**src/rtl/filtered_sample_packet_scheduler_pkg.sv**
```systemverilog
// rtl/filtered_sample_packet_scheduler_pkg.sv - shared constants and types for the sample packet scheduler
//
// Purpose: frame constants (sync word, header length, stream word width)
//          and the reader FSM state encoding. Imported by the interface, the
//          ping-pong buffer and the scheduler top.
// Ports:   none (package)

package filtered_sample_packet_scheduler_pkg;

  // Default width of a stream word
  localparam int TX_W = 16;

  // First word of every frame
  localparam logic [15:0] SYNC_WORD = 16'hA55A;

  // Words sent ahead of the samples: sync word, then sequence number
  localparam int HDR_LEN = 2;

  typedef enum logic [1:0] {
    IDLE = 2'd0,
    SYNC = 2'd1,
    SEQ  = 2'd2,
    DATA = 2'd3
  } rd_state_t;

endpackage

```
**src/rtl/filtered_sample_packet_scheduler_if.sv**
```systemverilog
// rtl/filtered_sample_packet_scheduler_if.sv - valid/ready framed stream toward the Ethernet packetiser
//
// Purpose: groups the outgoing stream signals.
// Signals: tx_data  - stream word
//          tx_valid - tx_data valid
//          tx_ready - sink accepts the word when tx_valid && tx_ready
//          tx_last  - final word of the frame
// Modports: master - scheduler (drives data/valid/last, samples ready)
//           slave  - packetiser (drives ready)

interface filtered_sample_packet_scheduler_if
  import filtered_sample_packet_scheduler_pkg::*;
#(
  parameter int DATA_W = TX_W
);

  logic [DATA_W-1:0] tx_data;
  logic              tx_valid;
  logic              tx_ready;
  logic              tx_last;

  modport master (
    output tx_data,
    output tx_valid,
    output tx_last,
    input  tx_ready
  );

  modport slave (
    input  tx_data,
    input  tx_valid,
    input  tx_last,
    output tx_ready
  );

endinterface

```
**src/rtl/filtered_sample_packet_scheduler_buffer.sv**
```systemverilog
// rtl/filtered_sample_packet_scheduler_buffer.sv - two-bank ping-pong sample store with per-bank full flags
//
// Purpose: holds two banks of DEPTH samples. The writer fills one bank while
//          the reader drains the other. A bank is marked full by the write of
//          its last sample and marked empty when the reader releases it.
// Ports:   clk, rst            - clock, synchronous active-high reset
//          wr_en/wr_bank/wr_addr/wr_data - sample write port
//          set_full            - mark bank wr_bank full (with its last write)
//          clr_full/clr_bank   - mark bank clr_bank empty
//          rd_bank/rd_addr     - combinational read address
//          rd_data             - sample at rd_bank/rd_addr
//          full                - per-bank full flags

module pingpong_sample_buffer #(
  parameter int SAMPLE_W = 16,
  parameter int DEPTH    = 64,
  parameter int ADDR_W   = $clog2(DEPTH)
) (
  input  logic                clk,
  input  logic                rst,
  input  logic                wr_en,
  input  logic                wr_bank,
  input  logic [ADDR_W-1:0]   wr_addr,
  input  logic [SAMPLE_W-1:0] wr_data,
  input  logic                set_full,
  input  logic                clr_full,
  input  logic                clr_bank,
  input  logic                rd_bank,
  input  logic [ADDR_W-1:0]   rd_addr,
  output logic [SAMPLE_W-1:0] rd_data,
  output logic [1:0]          full
);

  logic [SAMPLE_W-1:0] mem [2][DEPTH];

  // Sample storage needs no reset: a bank is only read after being fully written
  always_ff @(posedge clk) begin
    if (wr_en) begin
      mem[wr_bank][wr_addr] <= wr_data;
    end
  end

  // Set is applied after clear so a same-cycle release/fill of one bank
  // leaves it full; in practice the set lands on the last write of a bank,
  // never on the first write that can follow a release.
  always_ff @(posedge clk) begin
    if (rst) begin
      full <= 2'b00;
    end else begin
      if (clr_full) begin
        full[clr_bank] <= 1'b0;
      end
      if (set_full) begin
        full[wr_bank] <= 1'b1;
      end
    end
  end

  assign rd_data = mem[rd_bank][rd_addr];

endmodule

```
**src/rtl/filtered_sample_packet_scheduler.sv**
```systemverilog
// rtl/filtered_sample_packet_scheduler.sv - packs filtered samples into framed packets via ping-pong banks
//
// Purpose: collects signed FIR samples into SAMPLES_PER_PKT-sample banks and
//          streams each full bank as: sync word, sequence number, samples.
//          Samples arriving while the target bank is still full are dropped
//          and counted.
// Ports:   clk          - system clock, rising edge
//          rst          - synchronous active-high reset
//          enable       - 1 accepts samples; 0 ignores them and discards a partial bank
//          sample_in    - signed filtered sample
//          sample_valid - sample_in valid this cycle (no backpressure)
//          tx           - framed output stream (master modport)
//          overflow     - one-cycle pulse per dropped sample
//          drop_count   - saturating count of dropped samples
//          busy         - reader is sending a frame

module filtered_sample_packet_scheduler
  import filtered_sample_packet_scheduler_pkg::*;
#(
  parameter int SAMPLE_W        = 16,
  parameter int SAMPLES_PER_PKT = 64,
  parameter int DROP_W          = 16
) (
  input  logic                       clk,
  input  logic                       rst,
  input  logic                       enable,
  input  logic signed [SAMPLE_W-1:0] sample_in,
  input  logic                       sample_valid,
  filtered_sample_packet_scheduler_if.master tx,
  output logic                       overflow,
  output logic [DROP_W-1:0]          drop_count,
  output logic                       busy
);

  localparam int IDX_W = $clog2(SAMPLES_PER_PKT);
  localparam int WC_W  = $clog2(SAMPLES_PER_PKT + HDR_LEN);
  localparam logic [IDX_W-1:0] LAST_IDX = IDX_W'(SAMPLES_PER_PKT - 1);
  // Index of the final word of a frame (header words count from 0)
  localparam logic [WC_W-1:0]  LAST_WC  = WC_W'(SAMPLES_PER_PKT + HDR_LEN - 1);

  // Write side
  logic             wr_bank;
  logic [IDX_W-1:0] wr_idx;
  logic             take;
  logic             bank_avail;
  logic             accept;
  logic             drop;
  logic             wr_last;

  // Buffer
  logic [1:0]          full;
  logic [IDX_W-1:0]    rd_addr;
  logic [SAMPLE_W-1:0] rd_data;

  // Reader
  rd_state_t           state, state_n;
  logic [WC_W-1:0]     wcnt, wcnt_n;
  logic [WC_W-1:0]     nw;
  logic [15:0]         seq, seq_n;
  logic                rd_bank, rd_bank_n;
  logic [SAMPLE_W-1:0] data_q, data_n;
  logic                valid_q, valid_n;
  logic                last_q, last_n;
  logic                rd_release;
  logic                hs;

  pingpong_sample_buffer #(
    .SAMPLE_W (SAMPLE_W),
    .DEPTH    (SAMPLES_PER_PKT)
  ) u_buf (
    .clk      (clk),
    .rst      (rst),
    .wr_en    (accept),
    .wr_bank  (wr_bank),
    .wr_addr  (wr_idx),
    .wr_data  (sample_in),
    .set_full (accept && wr_last),
    .clr_full (rd_release),
    .clr_bank (rd_bank),
    .rd_bank  (rd_bank),
    .rd_addr  (rd_addr),
    .rd_data  (rd_data),
    .full     (full)
  );

  // ---------------------------------------------------------------- writer
  assign take    = sample_valid && enable;
  // A bank being released this cycle counts as free, so a sample landing on
  // the release cycle is kept rather than dropped.
  assign bank_avail = !full[wr_bank] || (rd_release && (rd_bank == wr_bank));
  assign accept  = take && bank_avail;
  assign drop    = take && !bank_avail;
  assign wr_last = (wr_idx == LAST_IDX);

  always_ff @(posedge clk) begin
    if (rst) begin
      wr_bank    <= 1'b0;
      wr_idx     <= '0;
      overflow   <= 1'b0;
      drop_count <= '0;
    end else begin
      overflow <= drop;
      if (drop && (drop_count != {DROP_W{1'b1}})) begin
        drop_count <= drop_count + DROP_W'(1);
      end
      if (!enable) begin
        // Abandon any partially filled bank; completed banks stay queued
        wr_idx <= '0;
      end else if (accept) begin
        if (wr_last) begin
          wr_idx  <= '0;
          wr_bank <= ~wr_bank;
        end else begin
          wr_idx <= wr_idx + IDX_W'(1);
        end
      end
    end
  end

  // ---------------------------------------------------------------- reader
  assign hs = valid_q && tx.tx_ready;
  assign nw = wcnt + WC_W'(1);
  // Sample index of the word about to be loaded (only meaningful from SEQ on)
  assign rd_addr = IDX_W'(nw - WC_W'(HDR_LEN));

  always_ff @(posedge clk) begin
    if (rst) begin
      state   <= IDLE;
      wcnt    <= '0;
      seq     <= '0;
      rd_bank <= 1'b0;
      data_q  <= '0;
      valid_q <= 1'b0;
      last_q  <= 1'b0;
    end else begin
      state   <= state_n;
      wcnt    <= wcnt_n;
      seq     <= seq_n;
      rd_bank <= rd_bank_n;
      data_q  <= data_n;
      valid_q <= valid_n;
      last_q  <= last_n;
    end
  end

  always_comb begin
    state_n    = state;
    wcnt_n     = wcnt;
    seq_n      = seq;
    rd_bank_n  = rd_bank;
    data_n     = data_q;
    valid_n    = valid_q;
    last_n     = last_q;
    rd_release = 1'b0;

    case (state)
      IDLE: begin
        if (full[rd_bank]) begin
          state_n = SYNC;
          wcnt_n  = '0;
          data_n  = SAMPLE_W'(SYNC_WORD);
          valid_n = 1'b1;
          last_n  = 1'b0;
        end
      end

      SYNC, SEQ, DATA: begin
        if (hs) begin
          if (wcnt == LAST_WC) begin
            rd_release = 1'b1;
            seq_n      = seq + 16'd1;
            rd_bank_n  = ~rd_bank;
            wcnt_n     = '0;
            last_n     = 1'b0;
            // Chain straight into the next frame when the other bank is waiting
            if (full[~rd_bank]) begin
              state_n = SYNC;
              data_n  = SAMPLE_W'(SYNC_WORD);
              valid_n = 1'b1;
            end else begin
              state_n = IDLE;
              data_n  = '0;
              valid_n = 1'b0;
            end
          end else begin
            wcnt_n = nw;
            last_n = (nw == LAST_WC);
            if (state == SYNC) begin
              state_n = SEQ;
              data_n  = SAMPLE_W'(seq);
            end else begin
              state_n = DATA;
              data_n  = rd_data;
            end
          end
        end
      end

      default: begin
        state_n = IDLE;
        valid_n = 1'b0;
      end
    endcase
  end

  assign tx.tx_data  = data_q;
  assign tx.tx_valid = valid_q;
  assign tx.tx_last  = last_q;
  assign busy        = (state != IDLE);

endmodule
```
**src/flat_wrapper.sv**
```systemverilog
// flat-port wrapper written by rule: the top's interface ports become plain ports
module filtered_sample_packet_scheduler_flat import filtered_sample_packet_scheduler_pkg::*;
#(
  parameter int SAMPLE_W        = 16,
  parameter int SAMPLES_PER_PKT = 64,
  parameter int DROP_W          = 16
)
  (clk, rst, enable, sample_in, sample_valid, overflow, drop_count, busy, tx_tx_data, tx_tx_valid, tx_tx_last, tx_tx_ready);
  filtered_sample_packet_scheduler_if tx_i ();
  input  logic clk;
  input  logic rst;
  input  logic enable;
  input  logic signed [SAMPLE_W-1:0] sample_in;
  input  logic sample_valid;
  output logic overflow;
  output logic [DROP_W-1:0] drop_count;
  output logic busy;
  output wire logic [$bits(tx_i.tx_data)-1:0] tx_tx_data;
  output wire logic [$bits(tx_i.tx_valid)-1:0] tx_tx_valid;
  output wire logic [$bits(tx_i.tx_last)-1:0] tx_tx_last;
  input wire logic [$bits(tx_i.tx_ready)-1:0] tx_tx_ready;
  assign tx_tx_data = tx_i.tx_data;
  assign tx_tx_valid = tx_i.tx_valid;
  assign tx_tx_last = tx_i.tx_last;
  assign tx_i.tx_ready = tx_tx_ready;
  filtered_sample_packet_scheduler #(.SAMPLE_W(SAMPLE_W), .SAMPLES_PER_PKT(SAMPLES_PER_PKT), .DROP_W(DROP_W)) u_core (.clk(clk), .rst(rst), .enable(enable), .sample_in(sample_in), .sample_valid(sample_valid), .tx(tx_i), .overflow(overflow), .drop_count(drop_count), .busy(busy));
endmodule
```
**config.mk**
```make
export PLATFORM = sky130hd
export DESIGN_NAME = filtered_sample_packet_scheduler_flat
export DESIGN_NICKNAME = d
export VERILOG_FILES = /design/src/rtl/filtered_sample_packet_scheduler_pkg.sv /design/src/rtl/filtered_sample_packet_scheduler_if.sv /design/src/rtl/filtered_sample_packet_scheduler_buffer.sv /design/src/rtl/filtered_sample_packet_scheduler.sv /design/src/flat_wrapper.sv
export SDC_FILE = /design/constraint.sdc
export NUM_CORES = 2
export LEC_CHECK = 0
export CAP_MARGIN = 20
export CORE_MARGIN = 2
export CORE_UTILIZATION = 45
export CTS_BUF_LIST = sky130_fd_sc_hd__clkbuf_4 sky130_fd_sc_hd__clkbuf_8 sky130_fd_sc_hd__clkbuf_16
export DETAILED_ROUTE_END_ITERATION = 6
export GPL_TIMING_DRIVEN = 0
export MAX_ROUTING_LAYER = met4
export SKIP_LAST_GASP = 1
export SYNTH_ARGS = -nofsm -noshare
export SYNTH_HDL_FRONTEND = slang
export SYNTH_HIERARCHICAL = 1
export SYNTH_SLANG_ARGS = --single-unit
```
**constraint.sdc**
```tcl
create_clock -name clk -period 4 [get_ports clk]
set_input_delay 0.6 -clock clk [delete_from_list [all_inputs] [get_ports clk]]
set_output_delay 0.6 -clock clk [all_outputs]
set_load 0.02 [all_outputs]
```
==> metrics.yaml <==
outcome:
  outcome: "finished, violations left"
  failed_checks: "negative setup slack"
clock_network:
  cts.hold.buffers_added: 0
  clk_pin_slew_ns: 0.06
  tritoncts: "built"
  numClockSinks: 2118
  clk_path_buf_depth: 3
  clock_tree.htree_level_count: 4
  cts.root.buffer_cell: "sky130_fd_sc_hd__clkbuf_16"
  tritoncts.num_buffers: 211
  clk_latency_ns: 0.88
synth:
  synthFlopType: "sky130_fd_sc_hd__edfxtp_1"
  synth_nets: 3555
  synthesis.yosys.warnings: 6
  synth_async_sr_flop_share: 0
  syn-mean-instance-area_um2: 23.2
  netlist_instances: 3527
  synth-edff-count: 2048
  synth_cell_types: 53
  synth_sequential_area_ratio: 0.769
  synth.cell_area_um2: 81800
  synth-seq-cells: 2118
final_layout:
  fin_cells: 6534
  layout_nets: 4004
  fraction_of_layout_instances_using_a_drive_strength_above_1: 0.371
  fill_cells: 13600
  area_delta_synth_final_pct: 18.5
floorplan:
  die_h_um: 430
  dieWidth_um: 430
  num_io_pins: 57
  initial_core_util: 0.453
  die_area_um2: 185000
  core-area_um2: 181000
  rows: 156
global_route:
  grt_antenna_before_repair: 14
  grt_overflow: 0
  grtUsageTotal: 0.236
  vias_in_the_first_global_route: 39000
  grt_start_max_net_pins: 101
  grt_first_pass_wirelength_um: 297000
place:
  io_buffers: 56
  numPlacedInstances: 6096
  detailed_place_hpwl_um: 142000
  gpl.final_weighted_congestion: 0.903
worst_setup_path:
  r2r_setup_slk_ns: -0.09
  worst_r2r_path_depth: 16
  rr_endpoint: "u_core/tx.tx_data[3]$_SDFFE_PP0P_"
  cp_num_buf_inv: 7
  worst_r2r_startpoint: "u_core/wcnt[0]$_SDFFE_PP0P_"
  worst_setup_path_end_kind: "flop"
  crit_path_max_fanout: 10
  critical_path_depth: 16
  critical_path.most_common_cell: "sky130_fd_sc_hd__mux4_2"
  critPathCapture: "u_core/tx.tx_data[3]$_SDFFE_PP0P_"
  timing.critical_path.from: "u_core/wcnt[0]$_SDFFE_PP0P_"
  crit_type: "reg -> reg"
  crit_chain: "clkinvlp_4, ha_4, inv_8, clkbuf_16, clkbuf_16, buf_16, buf_6, buf_12, mux4_2, mux4_2, mux4_2, mux2_4, nand2_1, nand3_1, a21oi_1, nor3_1"
  arrival_ns: 4.77
  crit_slowest_cell: "sky130_fd_sc_hd__mux4_2"
  start_kind: "flop"
  required_ns: 4.68
  crit_path_max_incr_delay_ns: 0.60
  critical-path-top-delay-family: "multiplexers"
sta:
  final_critical_path_setup_slack_ns: -0.0867
  relSlewSlack: 0.208
  final_hold_viol_count: 0
  worst_pin_slew_ns: 1.19
  final.setup_skew_ns: 0.0567
  unrepaired_setup_endpoints_after_global_routing: "true"
  setup_viol: 29
  timing.final.crit_period_ns: 4.09
  maxClockFrequency_ghz: 0.245
  post-route-period-util: 1.02
  finalMaxSlewViolations: 0
route:
  drt_antenna_net_count: 0
  drt-total-wl_um: 211000
  avgViaCountPerCell: 6.02
  vias: 39300
  detail_route.wl_per_cell_um: 32.3
  post-route-drc-count: 0
  detailedRoute.firstIterationViolations: 4889
  detailedRoute.firstPassIterationCount: 6
power:
  clock_power_share: 0.436
  leakage_uw: 0.0305
  combinationalPowerShare: 0.011
  netSwitchingPower_uw: 8820
  seq_power_share: 0.552
  worst_ir_drop_vdd_uv: 374
  intPower_uw: 35200
  total_power_uw: 44000
  power.density_nw_per_um2: 454
  swShare: 0.200
hold_path:
  hold_class: "in -> reg"
  holdPathStages: 1
flow_run:
  maxCapViolCount: 0
-- synth_stat cells (3+ instances only) --
cell type | count | area, um2
sky130_fd_sc_hd__and3_1 | 9 | 56.3
sky130_fd_sc_hd__clkbuf_1 | 114 | 428
sky130_fd_sc_hd__and4_1 | 4 | 35.0
sky130_fd_sc_hd__nor4b_1 | 3 | 26.3
sky130_fd_sc_hd__o21ai_0 | 8 | 40.0
sky130_fd_sc_hd__mux2i_1 | 4 | 40.0
sky130_fd_sc_hd__nor2b_1 | 6 | 37.5
sky130_fd_sc_hd__a21oi_1 | 38 | 190
sky130_fd_sc_hd__buf_1 | 22 | 82.6
sky130_fd_sc_hd__nand2b_1 | 5 | 31.3
sky130_fd_sc_hd__nor4_1 | 9 | 56.3
sky130_fd_sc_hd__inv_1 | 14 | 52.6
sky130_fd_sc_hd__nand2_1 | 68 | 255
sky130_fd_sc_hd__buf_4 | 5 | 37.5
sky130_fd_sc_hd__nand3b_1 | 6 | 45.0
sky130_fd_sc_hd__xor2_1 | 18 | 158
sky130_fd_sc_hd__ha_1 | 7 | 87.6
sky130_fd_sc_hd__edfxtp_1 | 2048 | 61500
sky130_fd_sc_hd__nand4_1 | 15 | 93.8
sky130_fd_sc_hd__dfxtp_1 | 70 | 1400
sky130_fd_sc_hd__nand3_1 | 36 | 180
sky130_fd_sc_hd__or2_2 | 10 | 62.6
sky130_fd_sc_hd__buf_2 | 52 | 260
sky130_fd_sc_hd__nor2_1 | 195 | 732
sky130_fd_sc_hd__nor3_1 | 16 | 80.1
sky130_fd_sc_hd__mux4_2 | 672 | 15100
sky130_fd_sc_hd__mux2_2 | 17 | 191
sky130_fd_sc_hd__or4_1 | 4 | 30.0
sky130_fd_sc_hd__xnor2_1 | 20 | 175
-- power by group through the flow --
stage | clock [uW] | sequential, uW | combinational, uW
after floorplan | 0 | 24800 | 28.4
after global routing | 20300 | 24300 | 540
after detailed placement | 0 | 24800 | 502
final | 19200 | 24300 | 498
after CTS | 19500 | 24300 | 505
after global placement | 0 | 24900 | 416
-- final cells by class --
cell class / instances / area [um2] / area share
Buffer: 184 / 1610 / 0.0166
Multi-Input combinational cell: 1201 / 18900 / 0.195
Inverter: 14 / 63.8 / 0.000658
Sequential cell: 2118 / 62900 / 0.649
Antenna cell: 10 / 25.0 / 0.000258
Clock buffer: 265 / 5720 / 0.0590
Tap cell: 2370 / 2970 / 0.0306
Timing Repair Buffer: 246 / 3720 / 0.0384
Clock inverter: 126 / 1060 / 0.0110
-- logic make-up (layout without fill, tap and decap cells) --
family | count (synthesis) | in the layout | synth area share
xor gates and xnor gates | 38 | 38 | 0.00407
DFF | 2118 | 2118 | 0.769
and+or+nand+nor | 400 | 400 | 0.0227
AOI/OAI and AO/OA | 63 | 63 | 0.00477
muxes | 693 | 693 | 0.188
adders and majority gates | 7 | 7 | 0.00107
buffers and inverters | 208 | 835 | 0.0107
other | 0 | 10 | 0
-- what timing repair did --
action                     4_1_cts  5_1_grt
setup endpoints to repair     1559      811
gates cloned                     4        1
buffers inserted                36        3
pin swaps                       26        6
gates resized for setup        370       27
-- stage by stage --
step / hold WS [ns] / util / setup TNS [ns] / worst slack [ns] / area (um2)
global placement: 0.471 / 0.472 / -6155.13 / -2.69 / 85300
CTS: 0.121 / 0.535 / -3.01 / -0.117 / 96700
global route: 0.164 / 0.536 / -1.03 / -0.115 / 96900
floorplan: 0.454 / - / 0 / 0.268 / 81800
finish: 0.169 / 0.536 / -1.09 / -0.0867 / 96900
detailed placement: 0.482 / 0.487 / -1710.43 / -1.95 / 88100
-- metal layers --
metal  vias to the layer above  share of wire  global-route usage  wire length [um]
met1                     21400           0.42               0.328             88000
met2                      1650           0.48               0.358            101000
met5                         -              0                   -                 0
met4                         0          0.029              0.0713              6030
li1                      16000              -                   -                 -
met3                       290          0.077              0.0441             16200
-- registers in the layout, indices dropped and copies added, names as in the netlist --
register,count
u_core/drop_count,16
u_core/overflow,1
u_core/rd_bank,1
u_core/seq,16
u_core/state,2
u_core/tx.tx_data,16
u_core/tx.tx_last,1
u_core/tx.tx_valid,1
u_core/u_buf/full,2
u_core/u_buf/mem,2048
u_core/wcnt,7
u_core/wr_bank,1
u_core/wr_idx,6
-- cell usage in the layout (no fill, tap or decap), types with 53 or more instances in the layout --
cell type                      n
sky130_fd_sc_hd__nor2_1       70
sky130_fd_sc_hd__edfxtp_1   2048
sky130_fd_sc_hd__clkbuf_4     68
sky130_fd_sc_hd__clkinv_1     60
sky130_fd_sc_hd__buf_4        78
sky130_fd_sc_hd__dfxtp_1      67
sky130_fd_sc_hd__mux4_2      672
sky130_fd_sc_hd__clkbuf_16   229
sky130_fd_sc_hd__buf_8        84
sky130_fd_sc_hd__nand2_1      53
sky130_fd_sc_hd__nor2_2       74
-- worst min path at each step --
stage,to,slack (ns),start
after global placement,u_core/tx.tx_data[14]$_SDFFE_PP0P_,0.47,u_core/tx.tx_data[14]$_SDFFE_PP0P_
after detailed placement,u_core/tx.tx_data[2]$_SDFFE_PP0P_,0.48,u_core/tx.tx_data[2]$_SDFFE_PP0P_
after floorplan,u_core/seq[15]$_SDFFE_PP0P_,0.45,u_core/seq[15]$_SDFFE_PP0P_
after CTS,u_core/u_buf/mem[0][126]$_DFFE_PP_,0.12,sample_in[14]
final,u_core/u_buf/mem[0][94]$_DFFE_PP_,0.17,sample_in[14]
after global routing,u_core/u_buf/mem[0][94]$_DFFE_PP_,0.16,sample_in[14]
Power figures use the tool's default switching activity.
